$ cat src/rtl/mux_gate_pkg.sv
// Shared types for the mux-built gate sequencer.
//   op_e        : 3-bit gate opcode; encoding 7 is reserved and treated as illegal
//   state_e     : sequencer FSM states
//   num_passes  : mux passes needed per result bit (0 for an illegal op)
//   op_legal    : true for the seven implemented gate ops
package mux_gate_pkg;

    typedef enum logic [2:0] {
        OpAnd  = 3'd0,
        OpOr   = 3'd1,
        OpNot  = 3'd2,
        OpNand = 3'd3,
        OpNor  = 3'd4,
        OpXor  = 3'd5,
        OpXnor = 3'd6,
        OpRsvd = 3'd7
    } op_e;

    typedef enum logic [1:0] {
        StIdle = 2'd0,
        StEval = 2'd1,
        StDone = 2'd2
    } state_e;

    function automatic logic [1:0] num_passes(input op_e op);
        logic [1:0] p;
        case (op)
            OpAnd, OpOr, OpNot:          p = 2'd1;
            OpNand, OpNor, OpXor, OpXnor: p = 2'd2;
            default:                     p = 2'd0;
        endcase
        return p;
    endfunction

    function automatic logic op_legal(input op_e op);
        return op != OpRsvd;
    endfunction

endpackage

$ cat src/rtl/mux2_cell.sv
// Single 2:1 mux cell; every gate evaluation in the sequencer is built from it.
//   sel_i : select (1 -> d1_i, 0 -> d0_i)
//   d0_i  : data input chosen when sel_i = 0
//   d1_i  : data input chosen when sel_i = 1
//   y_o   : mux output
module mux2_cell (
    input  logic sel_i,
    input  logic d0_i,
    input  logic d1_i,
    output logic y_o
);

    assign y_o = sel_i ? d1_i : d0_i;

endmodule

$ cat src/rtl/mux_gate_sequencer.sv
// Bit-serial gate unit: evaluates one of seven bitwise ops on WIDTH-bit operands, LSB first,
// through a single shared mux2_cell. Two-level ops use two mux passes per bit, with the first
// pass held in a one-bit temporary.
//   clk, rst_n    : clock (rising edge) and asynchronous active-low reset
//   in_valid_i    : request valid; accepted with in_ready_o at a rising edge
//   in_ready_o    : high only in the idle state
//   in_op_i       : op_e opcode (7 is illegal)
//   in_a_i/in_b_i : operands, latched on accept (in_b_i unused for NOT)
//   out_valid_o   : result valid, held until out_ready_i
//   out_ready_i   : sink accept
//   out_result_o  : result, stable while out_valid_o
//   out_err_o     : illegal-op flag, stable while out_valid_o
//   busy_o        : high while evaluating
//   eval_cnt_o    : mux evaluations used by the current/last op, saturating at 2*WIDTH
module mux_gate_sequencer
    import mux_gate_pkg::*;
#(
    parameter int unsigned WIDTH = 8
) (
    input  logic                           clk,
    input  logic                           rst_n,
    input  logic                           in_valid_i,
    output logic                           in_ready_o,
    input  logic [2:0]                     in_op_i,
    input  logic [WIDTH-1:0]               in_a_i,
    input  logic [WIDTH-1:0]               in_b_i,
    output logic                           out_valid_o,
    input  logic                           out_ready_i,
    output logic [WIDTH-1:0]               out_result_o,
    output logic                           out_err_o,
    output logic                           busy_o,
    output logic [$clog2(2*WIDTH+1)-1:0]   eval_cnt_o
);

    localparam int unsigned BIT_W = $clog2(WIDTH);
    localparam int unsigned CNT_W = $clog2(2*WIDTH+1);
    localparam logic [BIT_W-1:0] LAST_BIT = BIT_W'(WIDTH - 1);
    localparam logic [CNT_W-1:0] CNT_MAX  = CNT_W'(2 * WIDTH);

    state_e             state_q;
    op_e                op_q;
    logic [WIDTH-1:0]   a_q;
    logic [WIDTH-1:0]   b_q;
    logic [BIT_W-1:0]   bit_q;
    logic               pass_q;
    logic               t_q;
    logic [WIDTH-1:0]   result_q;
    logic               err_q;
    logic               valid_q;
    logic [CNT_W-1:0]   cnt_q;

    logic               a_bit;
    logic               b_bit;
    logic               mux_sel;
    logic               mux_d0;
    logic               mux_d1;
    logic               mux_y;
    logic               last_pass;
    op_e                in_op;

    assign in_op = op_e'(in_op_i);
    assign a_bit = a_q[bit_q];
    assign b_bit = b_q[bit_q];

    // Final pass of a bit is pass P-1; only that pass writes the result.
    assign last_pass = ({1'b0, pass_q} == (num_passes(op_q) - 2'd1));

    // Route the operands of the current (op, pass) onto the shared mux.
    always_comb begin
        mux_sel = 1'b0;
        mux_d1  = 1'b0;
        mux_d0  = 1'b0;
        unique case (op_q)
            OpAnd:   {mux_sel, mux_d1, mux_d0} = {b_bit, a_bit, 1'b0};
            OpOr:    {mux_sel, mux_d1, mux_d0} = {a_bit, 1'b1, b_bit};
            OpNot:   {mux_sel, mux_d1, mux_d0} = {a_bit, 1'b0, 1'b1};
            OpNand:  {mux_sel, mux_d1, mux_d0} = pass_q ? {t_q, 1'b0, 1'b1}
                                                        : {b_bit, a_bit, 1'b0};
            OpNor:   {mux_sel, mux_d1, mux_d0} = pass_q ? {t_q, 1'b0, 1'b1}
                                                        : {a_bit, 1'b1, b_bit};
            // First pass of XOR/XNOR forms ~a in t; second pass picks between a and ~a on b.
            OpXor:   {mux_sel, mux_d1, mux_d0} = pass_q ? {b_bit, t_q, a_bit}
                                                        : {a_bit, 1'b0, 1'b1};
            OpXnor:  {mux_sel, mux_d1, mux_d0} = pass_q ? {b_bit, a_bit, t_q}
                                                        : {a_bit, 1'b0, 1'b1};
            default: {mux_sel, mux_d1, mux_d0} = 3'b000;
        endcase
    end

    mux2_cell u_mux (
        .sel_i (mux_sel),
        .d0_i  (mux_d0),
        .d1_i  (mux_d1),
        .y_o   (mux_y)
    );

    always_ff @(posedge clk or negedge rst_n) begin
        if (!rst_n) begin
            state_q  <= StIdle;
            op_q     <= OpAnd;
            a_q      <= '0;
            b_q      <= '0;
            bit_q    <= '0;
            pass_q   <= 1'b0;
            t_q      <= 1'b0;
            result_q <= '0;
            err_q    <= 1'b0;
            valid_q  <= 1'b0;
            cnt_q    <= '0;
        end else begin
            case (state_q)
                StIdle: begin
                    if (in_valid_i) begin
                        op_q     <= in_op;
                        a_q      <= in_a_i;
                        b_q      <= in_b_i;
                        bit_q    <= '0;
                        pass_q   <= 1'b0;
                        t_q      <= 1'b0;
                        result_q <= '0;
                        cnt_q    <= '0;
                        if (op_legal(in_op)) begin
                            err_q   <= 1'b0;
                            state_q <= StEval;
                        end else begin
                            // Illegal op skips evaluation; valid is raised one cycle later.
                            err_q   <= 1'b1;
                            state_q <= StDone;
                        end
                    end
                end
                StEval: begin
                    if (cnt_q != CNT_MAX) begin
                        cnt_q <= cnt_q + CNT_W'(1);
                    end
                    if (last_pass) begin
                        result_q[bit_q] <= mux_y;
                        pass_q          <= 1'b0;
                        if (bit_q == LAST_BIT) begin
                            state_q <= StDone;
                            valid_q <= 1'b1;
                        end else begin
                            bit_q <= bit_q + BIT_W'(1);
                        end
                    end else begin
                        t_q    <= mux_y;
                        pass_q <= 1'b1;
                    end
                end
                StDone: begin
                    if (!valid_q) begin
                        valid_q <= 1'b1;
                    end else if (out_ready_i) begin
                        valid_q <= 1'b0;
                        state_q <= StIdle;
                    end
                end
                default: state_q <= StIdle;
            endcase
        end
    end

    assign in_ready_o   = (state_q == StIdle);
    assign busy_o       = (state_q == StEval);
    assign out_valid_o  = valid_q;
    assign out_result_o = result_q;
    assign out_err_o    = err_q;
    assign eval_cnt_o   = cnt_q;

endmodule

$ cat config.mk
export PLATFORM = sky130hd
export DESIGN_NAME = mux_gate_sequencer
export DESIGN_NICKNAME = d
export VERILOG_FILES = /design/src/rtl/mux_gate_pkg.sv /design/src/rtl/mux2_cell.sv /design/src/rtl/mux_gate_sequencer.sv
export SDC_FILE = /design/constraint.sdc
export NUM_CORES = 1
export LEC_CHECK = 0
export BUFFER_PORTS_ARGS = -buffer_cell sky130_fd_sc_hd__buf_2
export CAP_MARGIN = 0
export CORE_ASPECT_RATIO = 1.75
export CORE_MARGIN = 5
export CORE_UTILIZATION = 25
export DETAILED_ROUTE_END_ITERATION = 12
export PLACE_DENSITY = 0.5
export SLEW_MARGIN = 20
export SYNTH_ARGS = -nofsm -noshare
export SYNTH_HDL_FRONTEND = slang
export SYNTH_SLANG_ARGS = --single-unit
$ cat constraint.sdc
create_clock -name clk -period 6.2 [get_ports clk]
set_clock_uncertainty 0.15 [all_clocks]
set_input_delay 0.93 -clock clk [delete_from_list [all_inputs] [get_ports clk]]
set_output_delay 0.93 -clock clk [all_outputs]
set_load 0.02 [all_outputs]
==> results.cfg, run 1 <==
[outcome]
status = finished clean

[die]
dieArea_mm2 = 0.0111
core-area_mm2 = 0.00873
initial_utilization_pct = 25.8
die_h_um = 135
pin_count = 40
fp.dieW_um = 81.7
std_cell_rows = 45

[critical_path]
crit_type = reg -> reg
cp-end-kind = flop
reg2reg_from = state_q[0]
cp.arrival_ps = 3670
cp.required_ps = 6230
path_max_fanout = 21
crit_start = state_q[0]
cp-start-kind = flop

[timing]
relSlewSlack_pct = 38.6
hold_ws_ps = 323
period_share_pct = 58.9
maxSlewViolCount = 0
max_freq_ghz = 0.274
hold_viol = 0
rsz0062_at_grt = false
finalSetupViolations = 0
fin_ws_ps = 2550
fin_crit_ps = 3650
tightest_slew_ps = 922
fin_tns_setup_ps = 0

[min_path]
worstHoldStart = b_q[7]
hp-class = reg -> reg

[detailed_routing]
wire_per_inst_um = 15.1
drcViolationCount = 0
wl_um = 5970
drt_iter0_markers = 172
final_antenna_net_count = 0
drtPass1Iterations = 4
drt-vias-per-instance = 4.80
vias = 1896

[synthesis]
synth.area.top_cells = dfrtp_1, nand2_1, o41ai_2
synth.yosys.warnings = 0
async_flop_share_pct = 100
synth_cells = 249
ys_seq_area_share_pct = 45.6
synth-seq-cells = 41
syn_area_per_cell_um2 = 9.03
synth_cell_types = 39
synth_area_leader_cell = dfrtp_1
synth-edff-count = 0
synth-main-ff-cell = dfrtp_1
syn-cell-area_mm2 = 0.00225
synth_top_area_share_pct = 45.6
syn_nets = 276

[layout]
stdcell_count = 395
area_growth_pct = 19.1
nets = 305
n_antenna_cell = 0
drive_gt1_share_pct = 21.9
final_core_util_pct = 30.7

[placement]
placed_cells = 388
gp_congestion = 0.780
port-buffer-count = 39
pre_cts_slack_ps = 2570
dp_hpwl_um = 4420

[pwr]
ir_drop_uv = 116
power.density_mw_per_mm2 = 213
p_leak_nw = 1.30

[cts]
post_cts_buffers = 0
cts.sinks = 41
cts_root_buf = clkbuf_16
cts.clk_slew.worst_paths_ps = 60
ctsHoldBuffers = 0
cts_made_buffers = 5
clock_path_buffers = 2
cts_resized = 0
h-tree-depth = 2
clk_latency_ps = 280
cts_tree = yes

[grt]
grt-ovfl-total = 0
grt_use_total_pct = 11.7
grt_pass1_wl_um = 9740
antenna_found_initial = 0
grt_pass1_vias = 1990
grt_max_degree = 42

[flow_run]
cap_violations = 0
flip-flops by register name (all words and copies together), names as in the netlist, 2 cells and up:
signal / count
state_q: 2
op_q: 3
out_result_o: 8
bit_q: 3
a_q: 8
b_q: 8
eval_cnt_o: 5
worst paths after layout:
check,to,slack (ps),cells past startpoint
worst max-delay path,bit_q[0],2550,7
worst min-delay path,b_q[7],320,2
worst max register to register,bit_q[0],2550,7
worst min register to register,b_q[7],320,2
max in group asynchronous,a_q[1],4680,1
min in group asynchronous,eval_cnt_o[3],630,1
cell families (layout without fill, tap and decap cells):
group / count (synthesis) / count (layout) / synth area share, %
AND/OR/NAND/NOR: 110 / 110 / 20.4
AO/OA/AOI/OAI: 60 / 60 / 19.7
flip-flops: 41 / 41 / 45.6
buffers and inverters: 23 / 52 / 4.17
multiplexers: 9 / 9 / 7.07
adder cells (fa/ha/maj): 4 / 4 / 2.23
XOR/XNOR: 2 / 2 / 0.779
layer usage:
layer | routed length, µm | part of all wire (%) | vias up | global-route usage [%]
li1 | - | - | 928 | -
met1 | 2210 | 37 | 907 | 12.2
met2 | 3290 | 55 | 47 | 21.2
met3 | 237 | 4.0 | 14 | 1.86
met4 | 223 | 3.7 | 0 | 6.65
met5 | 0 | 0 | - | 0
through the flow:
step                power, mW  cell area [µm²]
detailed placement      0.286             2520
floorplan               0.273             2250
global placement        0.286             2520
CTS                     0.577             2680
finish                  0.569             2680
global route            0.591             2680
synth_stat cells, types with 3 or more instances:
cell type,count
a21oi_1,11
a31oi_1,5
clkbuf_1,15
dfrtp_1,41
ha_1,4
inv_1,6
mux4_2,4
nand2_1,74
nand2b_1,4
nand3_1,8
nor2_1,12
nor2b_1,3
nor3_1,4
o21ai_0,13
o21ai_1,9
o41ai_2,6
layout by cell type, fill, tap and decap left out, drive strengths merged, types with 2 or more instances in the layout:
| cell type | instances |
|---|---|
| nand2 | 74 |
| dfrtp | 41 |
| buf | 39 |
| o21ai | 22 |
| nor2 | 12 |
| a21oi | 11 |
| nand3 | 8 |
| inv | 6 |
| o41ai | 6 |
| a31oi | 5 |
| clkbuf | 5 |
| nor3 | 4 |
| nand2b | 4 |
| mux4 | 4 |
| ha | 4 |
| nor2b | 3 |
| mux2i | 3 |
| a22o | 2 |
| o2bb2ai | 2 |
| a32o | 2 |
| or3 | 2 |
| o221ai | 2 |
| o31ai | 2 |
| mux2 | 2 |
report_power, final:
| group | leakage [nW] | total, mW | internal, mW | switching (mW) |
|---|---|---|---|---|
| Clock | 0.0797 | 0.289 | 0.187 | 0.102 |
| Combinational | 0.669 | 0.0129 | 0.00508 | 0.00786 |
| Sequential | 0.547 | 0.268 | 0.268 | 0 |
critical path, cell delays in order (launching register included):
cell	delay, ps
dfrtp_1	560
inv_1	360
nor2_1	680
o211ai_1	410
nand2b_1	730
nor2_1	170
mux2_2	310
a22o_1	170
layout make-up:
class	instances	area [µm²]
fillers	944	6050
multi-input cells	185	1130
flip-flops and latches	41	1030
repair buffers	39	195
well taps	117	146
clock buffers	5	125
clock inverters	2	35.0
inverters	6	22.5
No activity file was read; power rests on OpenSTA's default activity.
==> run 2, diff against run 1 <==
PLACE_DENSITY = 0.51   (was 0.5)
clock period = 3.2 ns   (was 6.2 ns; I/O delays follow)
==> results.cfg, run 2 (same netlist as run 1, synthesis figures left out) <==
[detailed_routing]
final_antenna_net_count = 0
drtPass1Iterations = 4
vias = 1920
drt-vias-per-instance = 4.81
drt_iter0_markers = 157
drcViolationCount = 0
wire_per_inst_um = 15.3
wl_um = 6100

[critical_path]
cp.arrival_ps = 2790
ff2ff_setup_slack_ps = 410
crit_start = bit_q[0]
cp-end-kind = flop
crit_type = reg -> reg
reg2reg_from = bit_q[0]
cp-start-kind = flop
cp.required_ps = 3210
path_max_fanout = 9

[min_path]
hp-class = in -> async

[layout]
fillers = 939
most-common-layout-cells = nand2_1, dfrtp_1, buf_2
layout.cells.most_common = nand2_1
area_growth_pct = 19.8
n_antenna_cell = 0
drive_gt1_share_pct = 22.7
nets = 309
final_core_util_pct = 30.9

[cts]
cts_root_buf = clkbuf_16
h-tree-depth = 2
clk_latency_ps = 290
cts_resized = 0
ctsHoldBuffers = 0
cts.sinks = 41
clock_path_buffers = 2
cts.clk_slew.worst_paths_ps = 60
cts_tree = yes
cts_made_buffers = 5
post_cts_buffers = 0

[die]
pin_count = 40
core-area_mm2 = 0.00873
dieArea_mm2 = 0.0111
initial_utilization_pct = 25.8
std_cell_rows = 45
fp.dieW_um = 81.7
die_h_um = 135

[timing]
hold_viol = 0
relSlewSlack_pct = 45.1
rsz0062_at_grt = false
period_share_pct = 87.1
tightest_slew_ps = 823
fin_tns_setup_ps = 0
hold_ws_ps = 38.4
max_freq_ghz = 0.359
finalSetupViolations = 0
fin_crit_ps = 2790
maxSlewViolCount = 0

[pwr]
ir_drop_uv = 284
total_power_mw = 1.04
p_leak_nw = 1.31
power.density_mw_per_mm2 = 388

[grt]
grt_max_degree = 42
grt_pass1_vias = 1922
grt_use_total_pct = 12.0
antenna_found_initial = 0
grt_pass1_wl_um = 10100
grt-ovfl-total = 0

[placement]
port-buffer-count = 39
dp_hpwl_um = 4490
gp_congestion = 0.866

[outcome]
status = finished clean

[flow_run]
cap_violations = 0
## run 2: cell types whose count changed in the layout (fill, tap and decap cells not counted), sizes merged
| cell | before | now |
|---|---|---|
| clkinv | 1 | 0 |
| bufinv | 1 | 0 |
| buf | 39 | 43 |
| clkbuf | 5 | 7 |
## run 2: routing by layer
metal	wire length (µm)	vias up	track usage, %
li1	-	936	-
met1	2360	914	13.3
met2	3340	55	21.5
met3	189	15	2.06
met4	214	0	6.01
met5	0	-	0
## run 2: path summary, 6_finish.rpt
path                              endpoint  cells past startpoint
setup / recovery           out_result_o[5]                      7
hold / removal                      a_q[5]                      1
setup reg to reg           out_result_o[5]                      7
hold reg to reg                     b_q[6]                      2
max in group asynchronous           a_q[0]                      1
min in group clk                    b_q[6]                      3
## run 2: metrics by stage
| step | worst slack [ps] | instances | cell area (µm²) |
|---|---|---|---|
| after floorplan | 606 | 249 | 2250 |
| after global placement | 450 | 392 | 2550 |
| after detailed placement | 421 | 392 | 2550 |
| after CTS | 393 | 399 | 2690 |
| after global routing | 225 | 399 | 2690 |
| final | 414 | 399 | 2690 |
## run 2: area by class of cell
cell class	instances	area (µm²)	area share, %
inverters	6	22.5	0.836
clock buffers	7	143	5.29
repair buffers	43	228	8.45
flip-flops and latches	41	1030	38.1
well taps	117	146	5.43
multi-input cells	185	1130	41.9
## run 2: where the power goes
group / internal (mW) / total [mW] / leakage [nW] / switching [mW]
Combinational: 0.0102 / 0.0261 / 0.689 / 0.0158
Sequential: 0.519 / 0.519 / 0.547 / 0
Clock: 0.306 / 0.499 / 0.0700 / 0.193
Total: 0.835 / 1.04 / 1.31 / 0.209
## run 2: critical path, cell delays in order, from the launching register on
cell and delay (ps):
dfrtp_1 480, mux4_2 530, mux2_4 310, a211oi_2 200, a31oi_1 70, a41oi_2 290, mux2i_4 490, o31ai_1 130
